**config.mk**
```make
export PLATFORM = sky130hd
export DESIGN_NAME = ifu_fetch_flat
export DESIGN_NICKNAME = d
export VERILOG_FILES = /design/src/rtl/ifu_fetch_if.sv /design/src/rtl/ifu_fetch.sv /design/src/flat_wrapper.sv
export SDC_FILE = /design/constraint.sdc
export NUM_CORES = 1
export LEC_CHECK = 0
export BUFFER_PORTS_ARGS = -buffer_cell sky130_fd_sc_hd__buf_2
export CORE_MARGIN = 5
export CORE_UTILIZATION = 35
export DETAILED_ROUTE_END_ITERATION = 10
export PLACE_DENSITY_LB_ADDON = 0.05
export SYNTH_ARGS = -nofsm -noshare
export SYNTH_HDL_FRONTEND = slang
export SYNTH_SLANG_ARGS = --single-unit
```
**constraint.sdc**
```tcl
create_clock -name clk -period 2.2 [get_ports clk]
set_input_delay 0.44 -clock clk [delete_from_list [all_inputs] [get_ports clk]]
set_output_delay 0.44 -clock clk [all_outputs]
set_load 0.03 [all_outputs]
```
**src/rtl/ifu_fetch_if.sv**
```systemverilog
// Core-side and instruction-memory-side handshake bundle for the fetch unit.
// master is the fetch unit's view; slave is the core/memory environment's view.
interface ifu_fetch_if;
  logic [31:0] pc;
  logic        pc_valid;
  logic        pc_ready;
  logic [31:0] ist;
  logic        ist_valid;
  logic        ist_ready;
  logic        fetch_err;
  logic        imem_req_valid;
  logic        imem_req_ready;
  logic [31:0] imem_req_addr;
  logic        imem_rsp_valid;
  logic [31:0] imem_rsp_data;
  logic        imem_rsp_err;
  logic [31:0] fetch_count;

  modport master (
    input  pc, pc_valid, ist_ready, imem_req_ready,
           imem_rsp_valid, imem_rsp_data, imem_rsp_err,
    output pc_ready, ist, ist_valid, fetch_err,
           imem_req_valid, imem_req_addr, fetch_count
  );

  modport slave (
    output pc, pc_valid, ist_ready, imem_req_ready,
           imem_rsp_valid, imem_rsp_data, imem_rsp_err,
    input  pc_ready, ist, ist_valid, fetch_err,
           imem_req_valid, imem_req_addr, fetch_count
  );
endinterface

```
**src/rtl/ifu_fetch.sv**
```systemverilog
// Single-outstanding instruction fetch unit: takes a pc from the core, issues one
// memory request, waits for the response or a timeout, and holds the result.
//
// state | meaning
// BOOT  | first cycle after reset, loads RESET_PC
// IDLE  | waiting for a pc from the core
// REQ   | memory request presented until accepted
// WAIT  | awaiting response, timeout counter running
// HOLD  | instruction/fault presented until core consumes it
module ifu_fetch #(
  parameter logic [31:0] RESET_PC = 32'h8000_0000,
  parameter int unsigned TIMEOUT  = 16
) (
  input  logic clk,
  input  logic reset,
  ifu_fetch_if.master bus
);

  typedef enum logic [2:0] {BOOT, IDLE, REQ, WAIT, HOLD} state_t;

  localparam logic [15:0] TMO_LAST = 16'(TIMEOUT - 1);

  state_t      state, state_nxt;
  logic [31:0] addr, addr_nxt;
  logic [31:0] ist_r, ist_nxt;
  logic        err_r, err_nxt;
  logic [15:0] tmo, tmo_nxt;
  logic [31:0] cnt, cnt_nxt;

  always_ff @(posedge clk) begin
    if (reset) begin
      state <= BOOT;
      addr  <= '0;
      ist_r <= '0;
      err_r <= 1'b0;
      tmo   <= '0;
      cnt   <= '0;
    end else begin
      state <= state_nxt;
      addr  <= addr_nxt;
      ist_r <= ist_nxt;
      err_r <= err_nxt;
      tmo   <= tmo_nxt;
      cnt   <= cnt_nxt;
    end
  end

  always_comb begin
    state_nxt = state;
    addr_nxt  = addr;
    ist_nxt   = ist_r;
    err_nxt   = err_r;
    tmo_nxt   = tmo;
    cnt_nxt   = cnt;
    case (state)
      BOOT: begin
        addr_nxt  = RESET_PC;
        state_nxt = REQ;
      end
      IDLE: begin
        if (bus.pc_valid) begin
          if (bus.pc[1:0] == 2'b00) begin
            addr_nxt  = bus.pc;
            state_nxt = REQ;
          end else begin
            // misaligned pc faults locally without touching memory
            ist_nxt   = '0;
            err_nxt   = 1'b1;
            state_nxt = HOLD;
          end
        end
      end
      REQ: begin
        if (bus.imem_req_ready) begin
          tmo_nxt   = '0;
          state_nxt = WAIT;
        end
      end
      WAIT: begin
        // a response arriving on the last allowed cycle beats the timeout
        if (bus.imem_rsp_valid) begin
          ist_nxt   = bus.imem_rsp_data;
          err_nxt   = bus.imem_rsp_err;
          state_nxt = HOLD;
        end else if (tmo == TMO_LAST) begin
          ist_nxt   = '0;
          err_nxt   = 1'b1;
          state_nxt = HOLD;
        end else begin
          tmo_nxt = tmo + 16'd1;
        end
      end
      HOLD: begin
        if (bus.ist_ready) begin
          cnt_nxt   = cnt + 32'd1;
          state_nxt = IDLE;
        end
      end
      default: state_nxt = BOOT;
    endcase
  end

  assign bus.pc_ready       = (state == IDLE);
  assign bus.imem_req_valid = (state == REQ);
  assign bus.ist_valid      = (state == HOLD);
  assign bus.imem_req_addr  = {addr[31:2], 2'b00};
  assign bus.ist            = ist_r;
  assign bus.fetch_err      = err_r;
  assign bus.fetch_count    = cnt;

endmodule

```
**src/flat_wrapper.sv**
```systemverilog
// flat-port wrapper written by rule: the top's interface ports become plain ports
module ifu_fetch_flat 
#(
  parameter logic [31:0] RESET_PC = 32'h8000_0000,
  parameter int unsigned TIMEOUT  = 16
)
  (clk, reset, bus_pc, bus_pc_valid, bus_ist_ready, bus_imem_req_ready, bus_imem_rsp_valid, bus_imem_rsp_data, bus_imem_rsp_err, bus_pc_ready, bus_ist, bus_ist_valid, bus_fetch_err, bus_imem_req_valid, bus_imem_req_addr, bus_fetch_count);
  ifu_fetch_if bus_i ();
  input  logic clk;
  input  logic reset;
  input wire logic [$bits(bus_i.pc)-1:0] bus_pc;
  input wire logic [$bits(bus_i.pc_valid)-1:0] bus_pc_valid;
  input wire logic [$bits(bus_i.ist_ready)-1:0] bus_ist_ready;
  input wire logic [$bits(bus_i.imem_req_ready)-1:0] bus_imem_req_ready;
  input wire logic [$bits(bus_i.imem_rsp_valid)-1:0] bus_imem_rsp_valid;
  input wire logic [$bits(bus_i.imem_rsp_data)-1:0] bus_imem_rsp_data;
  input wire logic [$bits(bus_i.imem_rsp_err)-1:0] bus_imem_rsp_err;
  output wire logic [$bits(bus_i.pc_ready)-1:0] bus_pc_ready;
  output wire logic [$bits(bus_i.ist)-1:0] bus_ist;
  output wire logic [$bits(bus_i.ist_valid)-1:0] bus_ist_valid;
  output wire logic [$bits(bus_i.fetch_err)-1:0] bus_fetch_err;
  output wire logic [$bits(bus_i.imem_req_valid)-1:0] bus_imem_req_valid;
  output wire logic [$bits(bus_i.imem_req_addr)-1:0] bus_imem_req_addr;
  output wire logic [$bits(bus_i.fetch_count)-1:0] bus_fetch_count;
  assign bus_i.pc = bus_pc;
  assign bus_i.pc_valid = bus_pc_valid;
  assign bus_i.ist_ready = bus_ist_ready;
  assign bus_i.imem_req_ready = bus_imem_req_ready;
  assign bus_i.imem_rsp_valid = bus_imem_rsp_valid;
  assign bus_i.imem_rsp_data = bus_imem_rsp_data;
  assign bus_i.imem_rsp_err = bus_imem_rsp_err;
  assign bus_pc_ready = bus_i.pc_ready;
  assign bus_ist = bus_i.ist;
  assign bus_ist_valid = bus_i.ist_valid;
  assign bus_fetch_err = bus_i.fetch_err;
  assign bus_imem_req_valid = bus_i.imem_req_valid;
  assign bus_imem_req_addr = bus_i.imem_req_addr;
  assign bus_fetch_count = bus_i.fetch_count;
  ifu_fetch #(.RESET_PC(RESET_PC), .TIMEOUT(TIMEOUT)) u_core (.clk(clk), .reset(reset), .bus(bus_i));
endmodule
```
==> results.yml, run 1 <==
run_status:
  status: "complete, no violations"
clock_network:
  tritoncts: "built"
  cts-htree-levels: 4
  cts_setup_buffers: 0
  cts_buffers: 17
  cts.reportedPaths.clkPinSlew_ns: 0.05
  postCtsHoldBufs: 0
  clock_path_buffers: 2
  cts_resized: 1
  cts_root_buf: "clkbuf_16"
  clock_latency_ns: 0.41
  cts_sinks: 114
sta:
  fin_worst_skew_ns: 0.009911
  timing.fmax_mhz: 483.2
  slew_viol_final: 0
  setup_viol: 0
  worst_pin_slew_ns: 0.6492
  fin_crit_ns: 2.069
  relSlewSlack: 0.5666
  period_share: 0.9407
  hold_viol_final: 0
worst_setup_path:
  crit_type: "register to primary output"
  timing.rr.end: "u_core.bus.fetch_count[31]"
  cp-start-kind: "register"
  worstPathMaxFanout: 34
  required_ns: 1.76
  r2r-start: "u_core.state[0]"
  worstPathArrival_ns: 1.63
  end_kind: "primary output"
  r2r_cells: 4
  r2r_slack_ns: 0.16
layout:
  diodes: 0
  final_layout_size_suffix_gt1_frac: 0.3444
  syn2layout_area_growth_pct: 34.08
  fin_area_sq_mm: 0.006645
  nets: 781
  fillers: 1402
  final_cells: 900
synthesis:
  synth_area_sq_mm: 0.004956
  synthCells: 540
  synth_flop_cell: "dfxtp_1"
  synth_cell_types: 51
  yosysSeqAreaShare: 0.4605
  synth-async-reset-ratio: 0
  yosysWarnings: 0
  ys_seq_elements: 114
  synth_edf_count: 0
  synth_area_per_cell_sq_um: 9.178
worst_hold_path:
  hold_start: "bus_imem_rsp_data[12]"
  holdPathEnd: "u_core.bus.ist[12]"
  hold_depth: 2
  hp-class: "primary input to register"
place:
  io_buffers: 168
  dp.cells: 869
  gp_congestion: 0.7468
  place_area_sq_mm: 0.006056
  dp_hpwl_um: 9698
grt:
  grt_pass1_vias: 4763
  track_usage: 0.1708
  grt_max_degree: 84
  grt_pass1_wl_um: 23220
  antenna_found_initial: 0
  grt_overflow: 0
drt:
  highest_layer: "met4"
  vias_per_cell: 5.370
  dr_wl_met3_um: 1110
  wl_per_cell_um: 15.50
  wirelength_um: 13950
  num_vias: 4833
  met1_length_um: 6325
  wl_met2_um: 6317
  postRouteAntennaNets: 0
  drt-pass1-iter-count: 4
  drt-initial-drc-count: 303
  drc: 0
die:
  die_x_um: 129.0
  core.rowCount: 43
  die_area_sq_mm: 0.01664
  die_y_um: 129.0
  initial_core_util: 0.3570
  io_pins: 171
  core_sq_mm: 0.01388
power:
  finalPower_uw: 6547
  p_per_area_mw_per_mm2: 985.3
  leakagePower_uw: 0.002737
  peakVddDrop_mv: 0.5638
flow_run:
  maxCapViolations: 0
## registers in the layout (all words and copies together), names as in the netlist
name and count:
u_core.bus.fetch_err 1, u_core.addr 30, u_core.state 3, u_core.bus.fetch_count 32, u_core.bus.ist 32, u_core.tmo 16
## worst max-delay path, stage by stage (launching register included)
cell and delay (ns):
dfxtp_1 0.48, buf_8 0.27, nand2b_1 0.15, nor2_1 0.10
buf_2 0.21
## cell type report
cell class,instances,area (sq um),area share
multi-input cells,374,2461,0.3704
flip-flops and latches,114,2282,0.3434
repair buffers,191,1059,0.1593
clock buffers,22,474.2,0.07136
well taps,180,225.2,0.03389
clock inverters,9,106.4,0.01600
inverters,10,37.54,0.005649
## cells by family (layout without fill, tap and decap cells)
| kind of cell | after synthesis | after routing | synth area share |
|---|---|---|---|
| and+or+nand+nor | 217 | 217 | 0.2555 |
| buffers and inverters | 53 | 232 | 0.04771 |
| other | 1 | 2 | 0.0007567 |
| xor gates and xnor gates | 6 | 6 | 0.01060 |
| AOI/OAI and AO/OA | 136 | 136 | 0.1954 |
| muxes | 11 | 11 | 0.02449 |
| adders and majority gates | 2 | 2 | 0.005048 |
| DFF | 114 | 114 | 0.4605 |
## through the flow
stage	TNS [ns]	setup slack [ns]	util	hold slack [ns]
after floorplan	0	0.1021	-	0.4497
after global placement	0	0.1344	0.4363	0.4508
after detailed placement	0	0.08739	0.4363	0.4592
after CTS	0	0.06508	0.4784	0.2200
after global routing	-0.008822	-0.008822	0.4787	0.2305
final	0	0.1306	0.4787	0.2401
## layer usage
| layer | track usage | vias up |
|---|---|---|
| met5 | 0 | - |
| met1 | 0.2174 | 2289 |
| met2 | 0.2695 | 150 |
| li1 | - | 2378 |
| met3 | 0.05729 | 16 |
| met4 | 0.06300 | 0 |
## Yosys cell counts (4+ instances only)
master | n | area share
nor3_1 | 8 | 0.0081
nand2_1 | 21 | 0.016
xor2_1 | 5 | 0.0088
o311ai_0 | 4 | 0.0071
or3_1 | 11 | 0.014
a32o_1 | 32 | 0.065
or4_1 | 7 | 0.011
clkbuf_1 | 32 | 0.024
o21ai_0 | 10 | 0.010
a31oi_1 | 21 | 0.027
nand4_1 | 17 | 0.021
nor2_1 | 25 | 0.019
dfxtp_1 | 114 | 0.46
mux2_2 | 9 | 0.020
nor4_1 | 10 | 0.013
a41oi_1 | 4 | 0.0071
nand2b_1 | 35 | 0.044
a21oi_1 | 46 | 0.046
buf_2 | 6 | 0.0061
nor2b_1 | 7 | 0.0088
inv_1 | 9 | 0.0068
o31ai_1 | 6 | 0.0091
and4_1 | 6 | 0.011
and3_1 | 5 | 0.0063
nand3_1 | 43 | 0.043
## power by group
group	internal [uW]	leakage, uW	switching (uW)
clock	1740	0.000290	934
combinational	568	0.00153	978
sequential	2230	0.000921	92.9
total	4540	0.00274	2000
## placed cells by master (no fill, tap or decap), drive strengths merged, types with 5 or more instances in the layout
master and instances:
nor3 8, a32o 32, o21ai 10, nand2b 35, inv 10, and3 5
buf 191, nand2 21, or4 7, o31ai 6, a21oi 46, and4 6
nor2b 7, clkbuf 22, nand4 19, or3 11, nor2 25, clkinv 7
a31oi 21, nor4 13, nand3 43, mux2 9, dfxtp 114, xor2 5
## worst max-delay path by stage
stage / from / endpoint / slack (ns) / cells past startpoint
4_1_cts: u_core.state[0] / bus_pc_ready / 0.07 / 4
6_report: u_core.state[0] / bus_pc_ready / 0.13 / 4
3_3_place_gp: u_core.state[2] / u_core.bus.ist[20] / 0.13 / 5
3_5_place_dp: u_core.state[2] / u_core.bus.ist[8] / 0.09 / 5
5_1_grt: u_core.state[0] / bus_pc_ready / -0.009 / 4
2_1_floorplan: u_core.state[0] / u_core.bus.fetch_count[26] / 0.10 / 6
No activity file was read; power rests on OpenSTA's default activity.
==> inputs of run 2 (changes only) <==
--- a/config.mk
+++ b/config.mk
@@ -5,10 +5,10 @@
 export SDC_FILE = /design/constraint.sdc
 export NUM_CORES = 1
 export LEC_CHECK = 0
-export BUFFER_PORTS_ARGS = -buffer_cell sky130_fd_sc_hd__buf_2
 export CORE_MARGIN = 5
 export CORE_UTILIZATION = 35
 export DETAILED_ROUTE_END_ITERATION = 10
+export DONT_BUFFER_PORTS = 1
 export PLACE_DENSITY_LB_ADDON = 0.05
 export SYNTH_ARGS = -nofsm -noshare
 export SYNTH_HDL_FRONTEND = slang
==> results.yml, run 2 (same netlist as run 1, synthesis figures left out) <==
drt:
  drt-pass1-iter-count: 4
  drc: 0
  wirelength_um: 13460
  num_vias: 4292
  vias_per_cell: 5.700
  postRouteAntennaNets: 0
  wl_per_cell_um: 17.87
  drt-initial-drc-count: 350
clock_network:
  cts_buffers: 17
  clock_path_buffers: 2
  postCtsHoldBufs: 0
  cts_sinks: 114
  tritoncts: "built"
  cts-htree-levels: 4
  clock_latency_ns: 0.41
  cts.reportedPaths.clkPinSlew_ns: 0.05
  cts_root_buf: "clkbuf_16"
die:
  die_area_sq_mm: 0.01664
  die_y_um: 129.0
  initial_core_util: 0.3570
  core_sq_mm: 0.01388
  die_x_um: 129.0
  io_pins: 171
  core.rowCount: 43
worst_setup_path:
  slowest_stage: "a211o_1"
  cp_slowest_stage_delay_ns: 0.48
  end_kind: "register"
  worstPathArrival_ns: 2.39
  worstPathCellList: "ha_1 > and3_1 > nand4_2 > buf_4 > a211o_1 > a31oi_1"
  path_delay_family: "compound AO/OA/AOI/OAI gates"
  cp-start-kind: "register"
  crit_type: "register to register"
  worstPathMaxFanout: 18
  critPathBufInv: 1
  required_ns: 2.53
place:
  dp_slack_ns: 0.1553
  io_buffers: 0
  gp_congestion: 0.7505
  dp.cells: 721
  dp_hpwl_um: 9261
layout:
  final_layout_size_suffix_gt1_frac: 0.1798
  fillers: 1385
  diodes: 0
  final_cells: 753
  final_common_cell: "dfxtp_1"
  mostFrequentLayoutCells: "dfxtp_1, a21oi_1, nand3_1"
  final_util: 0.4326
  nets: 633
  syn2layout_area_growth_pct: 21.16
sta:
  fin_worst_skew_ns: 0.005923
  setup_viol: 0
  timing.fmax_mhz: 485.5
  worst_pin_slew_ns: 0.6390
  setup_slack_ns: 0.1404
  hold_viol_final: 0
  slew_viol_final: 0
  fin_crit_ns: 2.060
  rsz0062_at_grt: "false"
  setup_tns_ns: 0
  relSlewSlack: 0.5734
  period_share: 0.9362
grt:
  track_usage: 0.1610
  grt_overflow: 0
  grt_max_degree: 85
  antenna_found_initial: 0
  grt_pass1_wl_um: 21370
  grt_pass1_vias: 4175
power:
  finalPower_uw: 6615
  p_per_area_mw_per_mm2: 1102
  leakagePower_uw: 0.002049
  peakVddDrop_mv: 0.5826
worst_hold_path:
  hp-class: "primary input to register"
run_status:
  status: "complete, no violations"
flow_run:
  maxCapViolations: 0
-- run 2: cell count changes in the layout (fill, tap and decap cells not counted), sizes merged --
cell	before	now
clkinv	7	6
buf	191	43
bufinv	2	4
clkbuf	22	20
clkinvlp	0	2
-- run 2: worst register-to-register path, stage by stage (launching register included) --
cell and delay, ns:
dfxtp_1 0.39, ha_1 0.23, and3_1 0.23, nand4_2 0.14, buf_4 0.24, a211o_1 0.48
a31oi_1 0.27
-- run 2: area by class of cell --
type	instances	area (sq um)	share of cell area
inverter	10	37.54	0.006251
clock buffer	20	466.7	0.07772
timing repair buffer	43	351.6	0.05855
clock inverter	12	180.2	0.03001
multi-input combinational	374	2461	0.4099
tap	180	225.2	0.03751
sequential	114	2282	0.3801
-- run 2: per-layer routing --
metal	routed length, um	vias to the layer above	part of all wire	track usage
met4	146	0	0.011	0.04818
met3	1372	12	0.10	0.07970
met2	6113	161	0.45	0.2476
met5	0	-	0	0
met1	5824	2030	0.43	0.1992
li1	-	2089	-	-
-- run 2: repair_timing --
action	in CTS	in global routing
endpoints found under the setup margin	0	33
gates resized for setup	0	2
setup buffers	0	0
-- run 2: path summary, 6_finish.rpt --
path	startpoint	endpoint	slack (ns)	cells after the start
setup / recovery	u_core.tmo[1]	u_core.tmo[3]	0.14	6
hold reg to reg	u_core.tmo[15]	u_core.tmo[15]	0.51	1
setup reg to reg	u_core.tmo[1]	u_core.tmo[3]	0.14	6
hold / removal	reset	u_core.bus.fetch_err	0.1	1
-- run 2: where the power goes --
| group | switching (uW) | total (uW) | internal, uW |
|---|---|---|---|
| Clock | 971 | 2960 | 1990 |
| Sequential | 407 | 2640 | 2230 |
| Combinational | 583 | 1020 | 437 |
-- run 2: per-stage QoR --
step	cell area (sq um)	hold slack [ns]
finish	6005	0.09501
global route	6005	0.06570
CTS	6000	0.07502
detailed placement	5353	0.4854
global placement	5353	0.4722
floorplan	4971	0.4497
